File: config.mk
export PLATFORM = sky130hd
export DESIGN_NAME = servo_cmd_sequencer
export DESIGN_NICKNAME = d
export VERILOG_FILES = /design/src/rtl/servo_cmd_sequencer.sv
export SDC_FILE = /design/constraint.sdc
export NUM_CORES = 1
export LEC_CHECK = 0
export CORE_MARGIN = 1
export CORE_UTILIZATION = 40
export CTS_CLUSTER_SIZE = 12
export DETAILED_ROUTE_END_ITERATION = 16
export GPL_ROUTABILITY_DRIVEN = 0
export RECOVER_POWER = 100
export REMOVE_ABC_BUFFERS = 1
export SYNTH_ARGS = -nofsm -noshare
export SYNTH_HDL_FRONTEND = slang
export SYNTH_SLANG_ARGS = --single-unit
File: constraint.sdc
create_clock -name clk50mhz -period 3.35 [get_ports clk50mhz]
set_input_delay 0.67 -clock clk50mhz [delete_from_list [all_inputs] [get_ports clk50mhz]]
set_output_delay 0.67 -clock clk50mhz [all_outputs]
set_load 0.005 [all_outputs]
File: src/rtl/servo_cmd_sequencer.sv
// Servo command sequencer: parses FF/CH/POS/CHK packets from the UART, keeps a target
// per channel, slews outputs toward targets once per servo frame, and centres on link loss.

module servo_slew_lane #(
    parameter int STEP   = 4,
    parameter int CENTER = 128
) (
    input  logic       clk50mhz,
    input  logic       rst,
    input  logic       tick,
    input  logic       load,
    input  logic [7:0] load_pos,
    input  logic       force_ctr,
    output logic [7:0] cur
);
    localparam logic [8:0] STEP9 = 9'(STEP);
    localparam logic [7:0] CTR8  = 8'(CENTER);

    logic [7:0] tgt;
    logic [8:0] up9, dn9;
    logic [7:0] slew_nxt;

    // 9-bit intermediates: up9 cannot wrap past 255, dn9[8] flags an underflow
    always_comb begin
        up9      = {1'b0, cur} + STEP9;
        dn9      = {1'b0, cur} - STEP9;
        slew_nxt = cur;
        if (cur < tgt)
            slew_nxt = (up9 > {1'b0, tgt}) ? tgt : up9[7:0];
        else if (cur > tgt)
            slew_nxt = (dn9[8] || (dn9 < {1'b0, tgt})) ? tgt : dn9[7:0];
    end

    // Slew reads the registered target, so a same-cycle commit only affects the next frame
    always_ff @(posedge clk50mhz) begin
        if (rst) begin
            tgt <= CTR8;
            cur <= CTR8;
        end else begin
            if (tick)
                cur <= slew_nxt;
            if (load)
                tgt <= load_pos;
            else if (force_ctr)
                tgt <= CTR8;
        end
    end
endmodule

module servo_cmd_sequencer #(
    parameter int CLK_FREQ       = 50000000,
    parameter int FRAME_TICKS    = 1000000,
    parameter int STEP           = 4,
    parameter int TIMEOUT_FRAMES = 50,
    parameter int CENTER         = 128
) (
    input  logic       clk50mhz,
    input  logic       rst,
    input  logic [7:0] rx_data,
    input  logic       rx_valid,
    output logic [7:0] pos_a,
    output logic [7:0] pos_b,
    output logic       frame_tick,
    output logic       pkt_ok,
    output logic       pkt_err,
    output logic       failsafe
);
    localparam int NUM_CH = 2;
    localparam int FW     = $clog2(FRAME_TICKS + 1);
    localparam int TW     = $clog2(TIMEOUT_FRAMES + 1);
    localparam logic [FW-1:0] FRAME_LAST = FW'(FRAME_TICKS - 1);
    localparam logic [TW-1:0] TOUT_MAX   = TW'(TIMEOUT_FRAMES);

    if (STEP < 1 || STEP > 127 || FRAME_TICKS > CLK_FREQ) begin : g_param_check
        $error("servo_cmd_sequencer: STEP out of range or frame longer than one second");
    end

    typedef enum logic [1:0] {S_SYNC, S_CH, S_POS, S_CHK} state_t;
    typedef struct packed {
        logic       ch;
        logic [7:0] pos;
    } cmd_t;

    state_t                  state, state_nxt;
    cmd_t                    cmd, cmd_nxt;
    logic                    commit, reject;
    logic [FW-1:0]           frame_cnt;
    logic [TW-1:0]           tout_cnt, tout_inc;
    logic                    tout_hit;
    logic [NUM_CH-1:0]       load;
    logic [NUM_CH-1:0][7:0]  cur;

    always_ff @(posedge clk50mhz) begin
        if (rst) begin
            state   <= S_SYNC;
            cmd     <= '0;
            pkt_ok  <= 1'b0;
            pkt_err <= 1'b0;
        end else begin
            state   <= state_nxt;
            cmd     <= cmd_nxt;
            pkt_ok  <= commit;
            pkt_err <= reject;
        end
    end

    // An 0xFF anywhere but CHK restarts a packet; in CHK it is just a (likely bad) checksum
    always_comb begin
        state_nxt = state;
        cmd_nxt   = cmd;
        commit    = 1'b0;
        reject    = 1'b0;
        if (rx_valid) begin
            case (state)
                S_SYNC: begin
                    if (rx_data == 8'hFF)
                        state_nxt = S_CH;
                end
                S_CH: begin
                    if (rx_data == 8'hFF) begin
                        state_nxt = S_CH;
                    end else if (rx_data <= 8'd1) begin
                        cmd_nxt.ch = rx_data[0];
                        state_nxt  = S_POS;
                    end else begin
                        reject    = 1'b1;
                        state_nxt = S_SYNC;
                    end
                end
                S_POS: begin
                    if (rx_data == 8'hFF) begin
                        reject    = 1'b1;
                        state_nxt = S_CH;
                    end else begin
                        cmd_nxt.pos = rx_data;
                        state_nxt   = S_CHK;
                    end
                end
                S_CHK: begin
                    if (rx_data == ({7'b0, cmd.ch} ^ cmd.pos))
                        commit = 1'b1;
                    else
                        reject = 1'b1;
                    state_nxt = S_SYNC;
                end
                default: state_nxt = S_SYNC;
            endcase
        end
    end

    always_ff @(posedge clk50mhz) begin
        if (rst) begin
            frame_cnt  <= '0;
            frame_tick <= 1'b0;
        end else if (frame_cnt == FRAME_LAST) begin
            frame_cnt  <= '0;
            frame_tick <= 1'b1;
        end else begin
            frame_cnt  <= frame_cnt + FW'(1);
            frame_tick <= 1'b0;
        end
    end

    assign tout_inc = (tout_cnt == TOUT_MAX) ? tout_cnt : tout_cnt + TW'(1);
    // A commit in a tick cycle keeps the link alive and suppresses the forced centring
    assign tout_hit = frame_tick && !commit && (tout_inc == TOUT_MAX);

    always_ff @(posedge clk50mhz) begin
        if (rst) begin
            tout_cnt <= '0;
            failsafe <= 1'b0;
        end else if (commit) begin
            tout_cnt <= '0;
            failsafe <= 1'b0;
        end else if (frame_tick) begin
            tout_cnt <= tout_inc;
            if (tout_inc == TOUT_MAX)
                failsafe <= 1'b1;
        end
    end

    for (genvar i = 0; i < NUM_CH; i++) begin : g_lane
        assign load[i] = commit && (cmd.ch == 1'(i));
        servo_slew_lane #(
            .STEP   (STEP),
            .CENTER (CENTER)
        ) u_lane (
            .clk50mhz  (clk50mhz),
            .rst       (rst),
            .tick      (frame_tick),
            .load      (load[i]),
            .load_pos  (cmd.pos),
            .force_ctr (tout_hit),
            .cur       (cur[i])
        );
    end

    assign pos_a = cur[0];
    assign pos_b = cur[1];
endmodule

==> impl_metrics.py <==
metrics = {
    "worst_hold_path": {
        "hold_path_class": "flip-flop to flip-flop",
        "holdPathStages": 1,
        "holdCritStartpoint": "frame_cnt[0]",
        "worstHoldEndpoint": "frame_cnt[0]",
    },
    "global_routing": {
        "grt.met3_usage_pct": 3.72,
        "grt_max_degree": 29,
        "top_usage_layer": "met2",
        "grt_pass1_wl_um": 19400,
        "grt_pass1_vias": 4114,
        "gr-total-overflow": 0,
        "antenna_found_initial": 0,
        "grt_usage_pct": 19.0,
        "grt_use_met2_pct": 31.8,
        "grt.met1_usage_pct": 24.9,
    },
    "critical_path": {
        "cp_slowest_stage_delay_ns": 0.61,
        "path_max_fanout": 7,
        "critical_path_class": "input pin to flip-flop",
        "crit_path_end_kind": "flip-flop",
        "slowest_stage": "dlygate4sd3_1",
        "ff2ff_path_depth": 10,
        "required_ns": 3.62,
        "r2r-start": "g_lane[0].u_lane.cur[2]",
        "path_cells": "dlygate4sd3_1 > xnor2_1 > nand4_1 > nor4_4 > clkinvlp_2 > a211oi_2 > a22o_2",
        "timing.rr.end": "g_lane[0].u_lane.cur[1]",
        "path_buf_inv": 2,
        "critical_path.top_delay_family": "buffers and inverters",
        "start_kind": "input pin",
        "arrival_ns": 3.33,
        "reg2reg_slack_ns": 0.37,
    },
    "layout": {
        "diodes": 0,
        "fillers": 1127,
        "syn_to_final_growth_pct": 14.9,
        "final_nets": 629,
        "drive_above_1_share_pct": 7.44,
        "finish.utilization_pct": 47.3,
        "fin_cells": 721,
        "final_area_sq_um": 5420,
    },
    "cts": {
        "numCtsBuffers": 9,
        "hold_buffers": 0,
        "clkTransAtPathRegs_ns": 0.07,
        "cts_tree": "yes",
        "numClockSinks": 73,
        "cts_resized": 0,
        "clockBufferDepth": 2,
        "clock_latency_ns": 0.33,
        "post_cts_buffers": 0,
        "cts-root-buf": "clkbuf_16",
        "htreeDepth": 3,
    },
    "logic_synthesis": {
        "async_reset_ff_share_pct": 0,
        "synth_area_sq_um": 4720,
        "synth_edf_count": 0,
        "avgSynthCellArea_sq_um": 8.57,
        "synthCells": 551,
        "synth-seq-area-share_pct": 30.9,
        "yosysWarnings": 0,
        "synth_cell_types": 63,
        "synth-seq-cells": 73,
        "synthFlopType": "dfxtp_1",
    },
    "placement": {
        "dp_cells": 705,
        "port_buffers": 30,
        "dpl_cell_area_sq_um": 5150,
        "hpwl_um": 8580,
    },
    "floorplan": {
        "chipHeight_um": 111,
        "core_area_sq_um": 11500,
        "io_pins": 31,
        "num_rows": 39,
        "fp.dieW_um": 111,
        "die_area_sq_um": 12200,
        "start_util_pct": 41.2,
    },
    "pwr": {
        "power.total_mw": 1.87,
        "peakVddDrop_uv": 279,
        "p_leak_nw": 2.06,
        "power_density_nw_per_um2": 344,
    },
    "sta": {
        "rsz0062_at_grt": "false",
        "setup_viol": 0,
        "finalCriticalPeriod_ns": 3.06,
        "slew_headroom_pct": 0.870,
        "worstMarginPinSlew_ns": 1.49,
        "clock_skew_ns": 0.00738,
        "fin_tns_setup_ns": 0,
        "fmax_mhz": 327,
        "finalHoldViolCount": 0,
        "slew_viol_final": 0,
        "timing.final.crit_share_pct": 91.3,
    },
    "drt": {
        "wl_um": 11100,
        "via_per_inst": 5.67,
        "drc_errors": 0,
        "wl_per_cell_um": 15.4,
        "first_pass_iters": 4,
        "ant_nets": 0,
        "via_count": 4087,
        "drt-initial-drc-count": 244,
    },
    "flow_run": {
        "max-cap-violations": 0,
    },
    "outcome": {
        "status": "finished clean",
    },
}
[stage by stage]
step / hold WS [ns] / worst slack (ns)
floorplan: 0.418 / 0.737
CTS: 0.459 / 0.470
global route: 0.479 / 0.0913
global placement: 0.429 / 0.467
finish: 0.453 / 0.291
detailed placement: 0.446 / 0.461
[placed cells by master, fill, tap and decap left out, drive strengths merged, types with 13 or more instances in the layout]
master        n
nand3        26
a22o         14
mux2i        15
xor2         20
dfxtp        73
inv          35
nor3         19
xnor2        27
dlygate4sd3  21
nor2         55
o21ai        17
a21oi        26
nand4        13
ha           45
nand2        38
[worst max-delay path by stage]
| stage | from | to | slack [ns] | cells after the start |
|---|---|---|---|---|
| after global placement | rx_data[2] | g_lane[1].u_lane.tgt[4] | 0.47 | 7 |
| after global routing | g_lane[0].u_lane.cur[2] | g_lane[0].u_lane.cur[1] | 0.09 | 10 |
| after CTS | g_lane[0].u_lane.cur[2] | g_lane[0].u_lane.cur[1] | 0.47 | 10 |
| after floorplan | g_lane[1].u_lane.cur[2] | g_lane[1].u_lane.cur[3] | 0.74 | 9 |
| after detailed placement | rx_data[2] | g_lane[1].u_lane.tgt[2] | 0.46 | 7 |
| final | rx_data[2] | g_lane[1].u_lane.tgt[2] | 0.29 | 7 |
[registers in the layout (all words and copies together) (netlist names)]
register           count
pkt_ok                 1
cmd                    9
frame_cnt             20
tout_cnt               6
failsafe               1
pkt_err                1
g_lane.u_lane.tgt     16
state                  2
frame_tick             1
g_lane.u_lane.cur     16
[cell usage after synthesis, types with 2 or more instances]
cell type	instances	area, sq um
a32oi_1	4	35.0
a22o_2	4	40.0
a21o_1	4	30.0
ha_1	45	563
o32ai_1	2	17.5
nor4_4	2	42.5
nor3_1	17	85.1
xor2_1	20	175
o31ai_1	7	52.6
and4_1	3	26.3
nor2_1	55	206
a22o_1	10	87.6
o22a_1	2	17.5
a211oi_4	2	40.0
nor2b_1	9	56.3
o31a_1	3	26.3
clkbuf_1	17	63.8
mux2i_1	15	150
nand3_1	26	130
a21oi_1	26	130
nand4_1	13	81.3
o21ai_0	16	80.1
a31oi_1	8	50.1
xnor2_1	25	219
a211oi_1	6	45.0
nand3b_1	4	30.0
nor3_2	2	20.0
inv_1	28	105
o2111ai_1	2	17.5
o211ai_1	6	45.0
xnor2_2	2	32.5
nor3b_1	3	22.5
and3_1	6	37.5
nor4_1	5	31.3
o21a_1	7	52.6
nand2_1	38	143
dfxtp_1	73	1460
buf_2	9	45.0
[final cells by class]
type	count	area [sq um]	share of cell area [%]
Clock buffer	9	225	4.15
Tap cell	143	179	3.30
Clock inverter	7	68.8	1.27
Inverter	29	110	2.03
Sequential cell	73	1460	26.9
Multi-Input combinational cell	423	3040	56.0
Timing Repair Buffer	37	342	6.30
[power breakdown]
| part | switching, mW | internal (mW) | leakage (nW) |
|---|---|---|---|
| registers | 0.00224 | 0.871 | 0.588 |
| logic | 0.0328 | 0.0215 | 1.33 |
| clock network | 0.413 | 0.528 | 0.147 |
[logic make-up after synthesis]
family                     share of synthesized area, %
and+or+nand+nor                                    21.2
AOI/OAI and AO/OA                                  18.8
DFF                                                30.9
buffers and inverters                              4.66
xor gates and xnor gates                           9.04
adders and majority gates                          11.9
muxes                                              3.42
[layer usage]
metal  wire [um]  vias up
met5           0        -
met4         197        0
met3         325       18
met2        5200       75
met1        5370     1943
li1            -     2051
No activity file was read; power rests on OpenSTA's default activity.
